$ cat src/rtl/replay_iter_sequencer_if.sv
// Handshake/status bundle between the task controller and the
// replay iteration sequencer.
//  master: drives start/abort/counts and PE/bank/stream status
//  slave : drives stream_begin, dispatch_en, indices, busy,
//          task_complete and timeout_err
interface replay_iter_sequencer_if #(
    parameter int NUM_PE     = 4,
    parameter int MAX_REPLAY = 4,
    parameter int MAX_LAYER  = 2
);
    localparam int RW  = $clog2(MAX_REPLAY);
    localparam int LW  = $clog2(MAX_LAYER);
    localparam int CRW = RW + 1;
    localparam int CLW = LW + 1;

    logic              start;
    logic              abort;
    logic [CRW-1:0]    num_replay;
    logic [CLW-1:0]    num_layer;
    logic [NUM_PE-1:0] pe_idle;
    logic [NUM_PE-1:0] bank_busy;
    logic              stream_end;
    logic              vertex_done;

    logic              stream_begin;
    logic              dispatch_en;
    logic [RW-1:0]     replay_iter;
    logic [LW-1:0]     layer_iter;
    logic              busy;
    logic              task_complete;
    logic              timeout_err;

    modport master (
        output start, abort,
        output num_replay, num_layer,
        output pe_idle, bank_busy,
        output stream_end, vertex_done,
        input  stream_begin, dispatch_en,
        input  replay_iter, layer_iter,
        input  busy, task_complete,
        input  timeout_err
    );

    modport slave (
        input  start, abort,
        input  num_replay, num_layer,
        input  pe_idle, bank_busy,
        input  stream_end, vertex_done,
        output stream_begin, dispatch_en,
        output replay_iter, layer_iter,
        output busy, task_complete,
        output timeout_err
    );
endinterface

$ cat src/rtl/replay_iter_sequencer.sv
// Replay/layer iteration sequencer: walks BEGIN/STREAM/DRAIN/VERTEX/
// ADVANCE per iteration with a watchdog, abort and sticky timeout.
// Ports: clk, reset (async, active-low), bus (slave modport).
module replay_iter_sequencer #(
    parameter int NUM_PE     = 4,
    parameter int MAX_REPLAY = 4,
    parameter int MAX_LAYER  = 2,
    parameter int WDOG_W     = 12
) (
    input logic                    clk,
    input logic                    reset,
    replay_iter_sequencer_if.slave bus
);
    localparam int RW  = $clog2(MAX_REPLAY);
    localparam int LW  = $clog2(MAX_LAYER);
    localparam int CRW = RW + 1;
    localparam int CLW = LW + 1;

    typedef enum logic [2:0] {
        IDLE,
        BEGIN,
        STREAM,
        DRAIN,
        VERTEX,
        ADVANCE,
        DONE
    } state_t;

    state_t            state;
    state_t            state_n;
    logic [WDOG_W-1:0] wdog;
    logic [CRW-1:0]    cnt_replay;
    logic [CLW-1:0]    cnt_layer;
    logic [RW-1:0]     replay_q;
    logic [LW-1:0]     layer_q;
    logic              begin_q;
    logic              dispatch_q;
    logic              busy_q;
    logic              done_q;
    logic              tmo_q;

    logic is_busy;
    logic can_start;
    logic counting;
    logic wdog_hit;
    logic drain_ok;
    logic replay_more;
    logic layer_more;

    function automatic logic [CRW-1:0] clamp_r(
        input logic [CRW-1:0] n
    );
        if (n == '0)
            return CRW'(1);
        if (n > CRW'(MAX_REPLAY))
            return CRW'(MAX_REPLAY);
        return n;
    endfunction

    function automatic logic [CLW-1:0] clamp_l(
        input logic [CLW-1:0] n
    );
        if (n == '0)
            return CLW'(1);
        if (n > CLW'(MAX_LAYER))
            return CLW'(MAX_LAYER);
        return n;
    endfunction

    always_comb begin
        is_busy   = (state != IDLE) && (state != DONE);
        can_start = !is_busy && bus.start && !bus.abort;
        counting  = (state == STREAM) || (state == DRAIN) ||
                    (state == VERTEX);
        wdog_hit  = counting && (wdog == '1);
        drain_ok  = (bus.pe_idle == {NUM_PE{1'b1}}) &&
                    (bus.bank_busy == '0);
        replay_more = CRW'(replay_q) < (cnt_replay - CRW'(1));
        layer_more  = CLW'(layer_q) < (cnt_layer - CLW'(1));
    end

    // Priority: abort, then watchdog, then normal progress.
    always_comb begin
        state_n = state;
        if (bus.abort) begin
            if (is_busy)
                state_n = IDLE;
        end else if (wdog_hit) begin
            state_n = IDLE;
        end else begin
            unique case (state)
                IDLE, DONE: begin
                    if (bus.start)
                        state_n = BEGIN;
                end
                BEGIN: state_n = STREAM;
                STREAM: begin
                    if (bus.stream_end)
                        state_n = DRAIN;
                end
                DRAIN: begin
                    if (drain_ok)
                        state_n = VERTEX;
                end
                VERTEX: begin
                    if (bus.vertex_done)
                        state_n = ADVANCE;
                end
                ADVANCE: begin
                    if (replay_more || layer_more)
                        state_n = BEGIN;
                    else
                        state_n = DONE;
                end
                default: state_n = IDLE;
            endcase
        end
    end

    // Outputs are registered from the next state so they line up
    // with the state register with no extra cycle of latency.
    always_ff @(posedge clk or negedge reset) begin
        if (!reset) begin
            state      <= IDLE;
            wdog       <= '0;
            cnt_replay <= '0;
            cnt_layer  <= '0;
            replay_q   <= '0;
            layer_q    <= '0;
            begin_q    <= 1'b0;
            dispatch_q <= 1'b0;
            busy_q     <= 1'b0;
            done_q     <= 1'b0;
            tmo_q      <= 1'b0;
        end else begin
            state <= state_n;

            if (state_n != state)
                wdog <= '0;
            else if (counting && (wdog != '1))
                wdog <= wdog + WDOG_W'(1);

            if (can_start)
                tmo_q <= 1'b0;
            else if (wdog_hit && !bus.abort)
                tmo_q <= 1'b1;

            if (can_start) begin
                cnt_replay <= clamp_r(bus.num_replay);
                cnt_layer  <= clamp_l(bus.num_layer);
                replay_q   <= '0;
                layer_q    <= '0;
            end else if ((state == ADVANCE) && !bus.abort) begin
                if (replay_more) begin
                    replay_q <= replay_q + RW'(1);
                end else if (layer_more) begin
                    replay_q <= '0;
                    layer_q  <= layer_q + LW'(1);
                end
            end

            begin_q    <= (state_n == BEGIN);
            dispatch_q <= (state_n == STREAM);
            busy_q     <= (state_n != IDLE) && (state_n != DONE);
            done_q     <= (state_n == DONE);
        end
    end

    assign bus.stream_begin  = begin_q;
    assign bus.dispatch_en   = dispatch_q;
    assign bus.replay_iter   = replay_q;
    assign bus.layer_iter    = layer_q;
    assign bus.busy          = busy_q;
    assign bus.task_complete = done_q;
    assign bus.timeout_err   = tmo_q;
endmodule

$ cat src/flat_wrapper.sv
// flat-port wrapper written by rule: the top's interface ports become plain ports
module replay_iter_sequencer_flat 
#(
    parameter int NUM_PE     = 4,
    parameter int MAX_REPLAY = 4,
    parameter int MAX_LAYER  = 2,
    parameter int WDOG_W     = 12
)
  (clk, reset, bus_start, bus_abort, bus_num_replay, bus_num_layer, bus_pe_idle, bus_bank_busy, bus_stream_end, bus_vertex_done, bus_stream_begin, bus_dispatch_en, bus_replay_iter, bus_layer_iter, bus_busy, bus_task_complete, bus_timeout_err);
  replay_iter_sequencer_if #(.NUM_PE(NUM_PE), .MAX_REPLAY(MAX_REPLAY), .MAX_LAYER(MAX_LAYER)) bus_i ();
  input logic clk;
  input logic reset;
  input wire logic [$bits(bus_i.start)-1:0] bus_start;
  input wire logic [$bits(bus_i.abort)-1:0] bus_abort;
  input wire logic [$bits(bus_i.num_replay)-1:0] bus_num_replay;
  input wire logic [$bits(bus_i.num_layer)-1:0] bus_num_layer;
  input wire logic [$bits(bus_i.pe_idle)-1:0] bus_pe_idle;
  input wire logic [$bits(bus_i.bank_busy)-1:0] bus_bank_busy;
  input wire logic [$bits(bus_i.stream_end)-1:0] bus_stream_end;
  input wire logic [$bits(bus_i.vertex_done)-1:0] bus_vertex_done;
  output wire logic [$bits(bus_i.stream_begin)-1:0] bus_stream_begin;
  output wire logic [$bits(bus_i.dispatch_en)-1:0] bus_dispatch_en;
  output wire logic [$bits(bus_i.replay_iter)-1:0] bus_replay_iter;
  output wire logic [$bits(bus_i.layer_iter)-1:0] bus_layer_iter;
  output wire logic [$bits(bus_i.busy)-1:0] bus_busy;
  output wire logic [$bits(bus_i.task_complete)-1:0] bus_task_complete;
  output wire logic [$bits(bus_i.timeout_err)-1:0] bus_timeout_err;
  assign bus_i.start = bus_start;
  assign bus_i.abort = bus_abort;
  assign bus_i.num_replay = bus_num_replay;
  assign bus_i.num_layer = bus_num_layer;
  assign bus_i.pe_idle = bus_pe_idle;
  assign bus_i.bank_busy = bus_bank_busy;
  assign bus_i.stream_end = bus_stream_end;
  assign bus_i.vertex_done = bus_vertex_done;
  assign bus_stream_begin = bus_i.stream_begin;
  assign bus_dispatch_en = bus_i.dispatch_en;
  assign bus_replay_iter = bus_i.replay_iter;
  assign bus_layer_iter = bus_i.layer_iter;
  assign bus_busy = bus_i.busy;
  assign bus_task_complete = bus_i.task_complete;
  assign bus_timeout_err = bus_i.timeout_err;
  replay_iter_sequencer #(.NUM_PE(NUM_PE), .MAX_REPLAY(MAX_REPLAY), .MAX_LAYER(MAX_LAYER), .WDOG_W(WDOG_W)) u_core (.clk(clk), .reset(reset), .bus(bus_i));
endmodule
$ cat config.mk
export PLATFORM = sky130hd
export DESIGN_NAME = replay_iter_sequencer_flat
export DESIGN_NICKNAME = d
export VERILOG_FILES = /design/src/rtl/replay_iter_sequencer_if.sv /design/src/rtl/replay_iter_sequencer.sv /design/src/flat_wrapper.sv
export SDC_FILE = /design/constraint.sdc
export NUM_CORES = 1
export LEC_CHECK = 0
export CAP_MARGIN = 5
export CORE_ASPECT_RATIO = 1.1
export CORE_MARGIN = 3
export CORE_UTILIZATION = 53
export DETAILED_ROUTE_END_ITERATION = 6
export PLACE_DENSITY = 0.79
export SLEW_MARGIN = 25
export SYNTH_ARGS = -nofsm -noshare
export SYNTH_HDL_FRONTEND = slang
export SYNTH_SLANG_ARGS = --single-unit
$ cat constraint.sdc
create_clock -name clk -period 2.5 [get_ports clk]
set_input_delay 0.5 -clock clk [delete_from_list [all_inputs] [get_ports clk]]
set_output_delay 0.5 -clock clk [all_outputs]
set_load 0.01 [all_outputs]
==> impl_metrics.yaml <==
worst_setup_path:
  cp-startpoint: "u_core.cnt_replay[0]$_DFFE_PN0P_"
  crit_arrival_ns: 2.65
  critPathLaunchType: "flop"
  reg2reg_from: "u_core.cnt_replay[0]$_DFFE_PN0P_"
  path_class: "reg -> reg"
  crit_fanout: 5
  critPathCaptureType: "flop"
  required_ns: 2.75
clock_tree:
  cts_hold_buffers: 0
  clk_root_buffer_cell: "clkbuf_4"
  cts_sinks: 28
  clkLatencyLatePin_ns: 0.33
  cts_made_buffers: 3
  path_clk_slew_ns: 0.15
  clockBufferDepth: 2
  cts_tree: "yes"
  htreeDepth: 1
die:
  io_pins: 27
  dieHeight_um: 65.7
  die_area_um2: 3960
  rows: 21
  start_util: 0.559
  die_w_um: 60.3
  fp.coreArea_um2: 3070
layout:
  final_cell_area_um2: 2110
  layout.area.seq_um2: 701
  nets: 232
  fin_util: 0.686
  final_cells: 243
  n_antenna_cell: 0
  nFillCells: 257
  multi_input_area_um2: 946
  area_delta_synth_final_pct: 22.7
  drive_above_1_share: 0.234
sta:
  timing.fmax_mhz: 417
  setup_violations: 0
  hold_viol_final: 0
  fin_crit_ns: 2.40
  fin_hold_ws_ns: 0.519
  worst_pin_slew_ns: 0.540
  fin_crit_sh: 0.960
  fin_skew_ns: 0.0125
  slew_headroom: 0.635
  slew_violations: 0
yosys:
  synth_cell_type_count: 48
  synthFlopType: "dfrtp_1"
  syn_nets: 194
  ys_top_cells_by_area: "dfrtp_1, nor3_2, xor2_1"
  synth-warning-count: 0
  synthArstFlopShare: 1.00
  synth_seq_area_share: 0.408
  synth.top_cell.area_share: 0.408
  avgSynthCellArea_um2: 9.99
  synth_edf_count: 0
  synth_area_leader_cell: "dfrtp_1"
  synthCells: 172
  syn_area_um2: 1720
  ys_ff_latch: 28
global_route:
  grt_max_degree: 29
  gr-total-overflow: 0
  grt_usage: 0.199
  antenna_found_initial: 0
  grt_pass1_vias: 1455
  grt_first_pass_wirelength_um: 6120
route:
  via_per_inst: 5.85
  vias: 1422
  routed_wl_um: 3580
  dr.pass1.iters: 4
  final_antenna_net_count: 0
  drc: 0
  drt_iter0_markers: 87
  wl_per_cell_um: 14.7
placed_design:
  dpl_cell_area_um2: 2060
  globalplace.congestion: 0.835
  port_buffers: 25
  dp_hpwl_um: 2710
  placed_cells: 239
power_and_ir_drop:
  p_per_area_nw_per_um2: 562
  swShare: 0.325
  irDropWorstVdd_uv: 369
  seqPwrFrac: 0.459
  p_clk_frac: 0.186
  pwr-share-comb: 0.355
  p_int_w: 0.000800
  power.total_w: 0.00118
  switchingPower_w: 0.000384
  leakage_nw: 0.911
min_path:
  min-delay-path-class: "in -> async"
status:
  status: "finished clean"
run:
  cap_violations: 0
## synth_stat cells (5+ instances only)
cell type   n
nand4_1     6
dfrtp_1    28
inv_1       8
xor2_1     10
nand2b_1    6
nand3_1     9
o21ai_0     5
nor3_2     10
nor2_1     10
mux2i_1     5
nand2_1    11
nor3_1      8
a21oi_1     6
## worst max-delay path: stages (launching register included)
cell and delay [ns]:
dfrtp_1 0.39, inv_1 0.05, ha_1 0.29, ha_1 0.28, o21ai_0 0.13, a21oi_2 0.13, and2_1 0.17, o221ai_1 0.25
o2111ai_2 0.25, buf_4 0.23, nor3_2 0.15
## sequential cells by signal, summed over array words and instances, names as in the netlist
name / flops
u_core.wdog: 12
u_core.cnt_replay: 3
u_core.state: 3
u_core.bus.replay_iter: 2
u_core.cnt_layer: 2
u_core.bus.busy: 1
u_core.bus.dispatch_en: 1
u_core.bus.layer_iter: 1
u_core.bus.stream_begin: 1
u_core.bus.task_complete: 1
u_core.bus.timeout_err: 1
## metrics by stage
stage               setup slack, ns  setup TNS [ns]
floorplan                     0.240               0
global placement             -0.176           -1.85
detailed placement           -0.220           -2.32
CTS                          0.0524               0
global route                -0.0679          -0.648
finish                        0.101               0
## layout make-up
| class | count | area share |
|---|---|---|
| multi-input combinational | 130 | 0.449 |
| timing repair buffer | 38 | 0.165 |
| tap | 34 | 0.0202 |
| inverter | 9 | 0.0166 |
| clock buffer | 4 | 0.0172 |
| sequential | 28 | 0.332 |
## worst paths after layout
| path | to | slack, ns | cells past startpoint |
|---|---|---|---|
| max | u_core.wdog[11]$_DFFE_PN0P_ | 0.10 | 10 |
| min | u_core.bus.layer_iter$_DFFE_PN0P_ | 0.52 | 2 |
| max reg2reg | u_core.wdog[11]$_DFFE_PN0P_ | 0.10 | 10 |
| min reg2reg | u_core.cnt_replay[1]$_DFFE_PN0P_ | 0.52 | 2 |
| max in group asynchronous | u_core.wdog[4]$_DFFE_PN0P_ | 1.71 | 2 |
| min in group clk | u_core.cnt_replay[1]$_DFFE_PN0P_ | 0.52 | 2 |
## kinds of logic after synthesis
kind of cell               share of synthesized area
xor gates and xnor gates                      0.0612
DFF                                            0.408
and+or+nand+nor                                0.292
adders and majority gates                     0.0219
muxes                                         0.0488
AOI/OAI and AO/OA                              0.122
buffers and inverters                         0.0466
## power groups by stage
stage	registers [W]	clock network, W	logic (W)
after CTS	0.000543	0.000225	0.000409
final	0.000543	0.000221	0.000420
after global routing	0.000551	0.000238	0.000466
after detailed placement	0.000552	0	0.000407
after floorplan	0.000553	0	0.000239
after global placement	0.000547	0	0.000386
## layer usage
metal | vias up | GRT usage | share of wire
met3 | 8 | 0.0216 | 0.049
li1 | 689 | - | -
met4 | 0 | 0.0582 | 0.018
met1 | 693 | 0.251 | 0.41
met5 | - | 0 | 0
met2 | 32 | 0.350 | 0.52
## placed cells by master, fill, tap and decap left out, types with 2 or more instances in the layout
master           netlist  layout
dfrtp_1               28      28
clkdlybuf4s50_1        0      25
buf_4                  3      13
nand2_1               11      11
nor2_1                10      10
xor2_1                10      10
nor3_2                10      10
nand3_1                9       9
inv_1                  8       8
nor3_1                 8       8
nand2b_1               6       6
nand4_1                6       6
o21ai_0                5       5
a21oi_1                6       5
mux2i_1                5       5
mux2_2                 3       3
ha_1                   3       3
clkbuf_4               0       3
and3_1                 2       2
a21oi_2                1       2
nand3b_1               2       2
and3_4                 2       2
and2_1                 2       2
nor2b_1                2       2
xnor2_1                2       2
a21o_1                 2       2
## what timing repair did
item / in CTS / in global routing
hold endpoints to repair: 0 / 0
endpoints found under the setup margin: 0 / 12
gates resized for setup: 0 / 2
buffers inserted: 0 / 0
(Power assumes the default switching activity.)
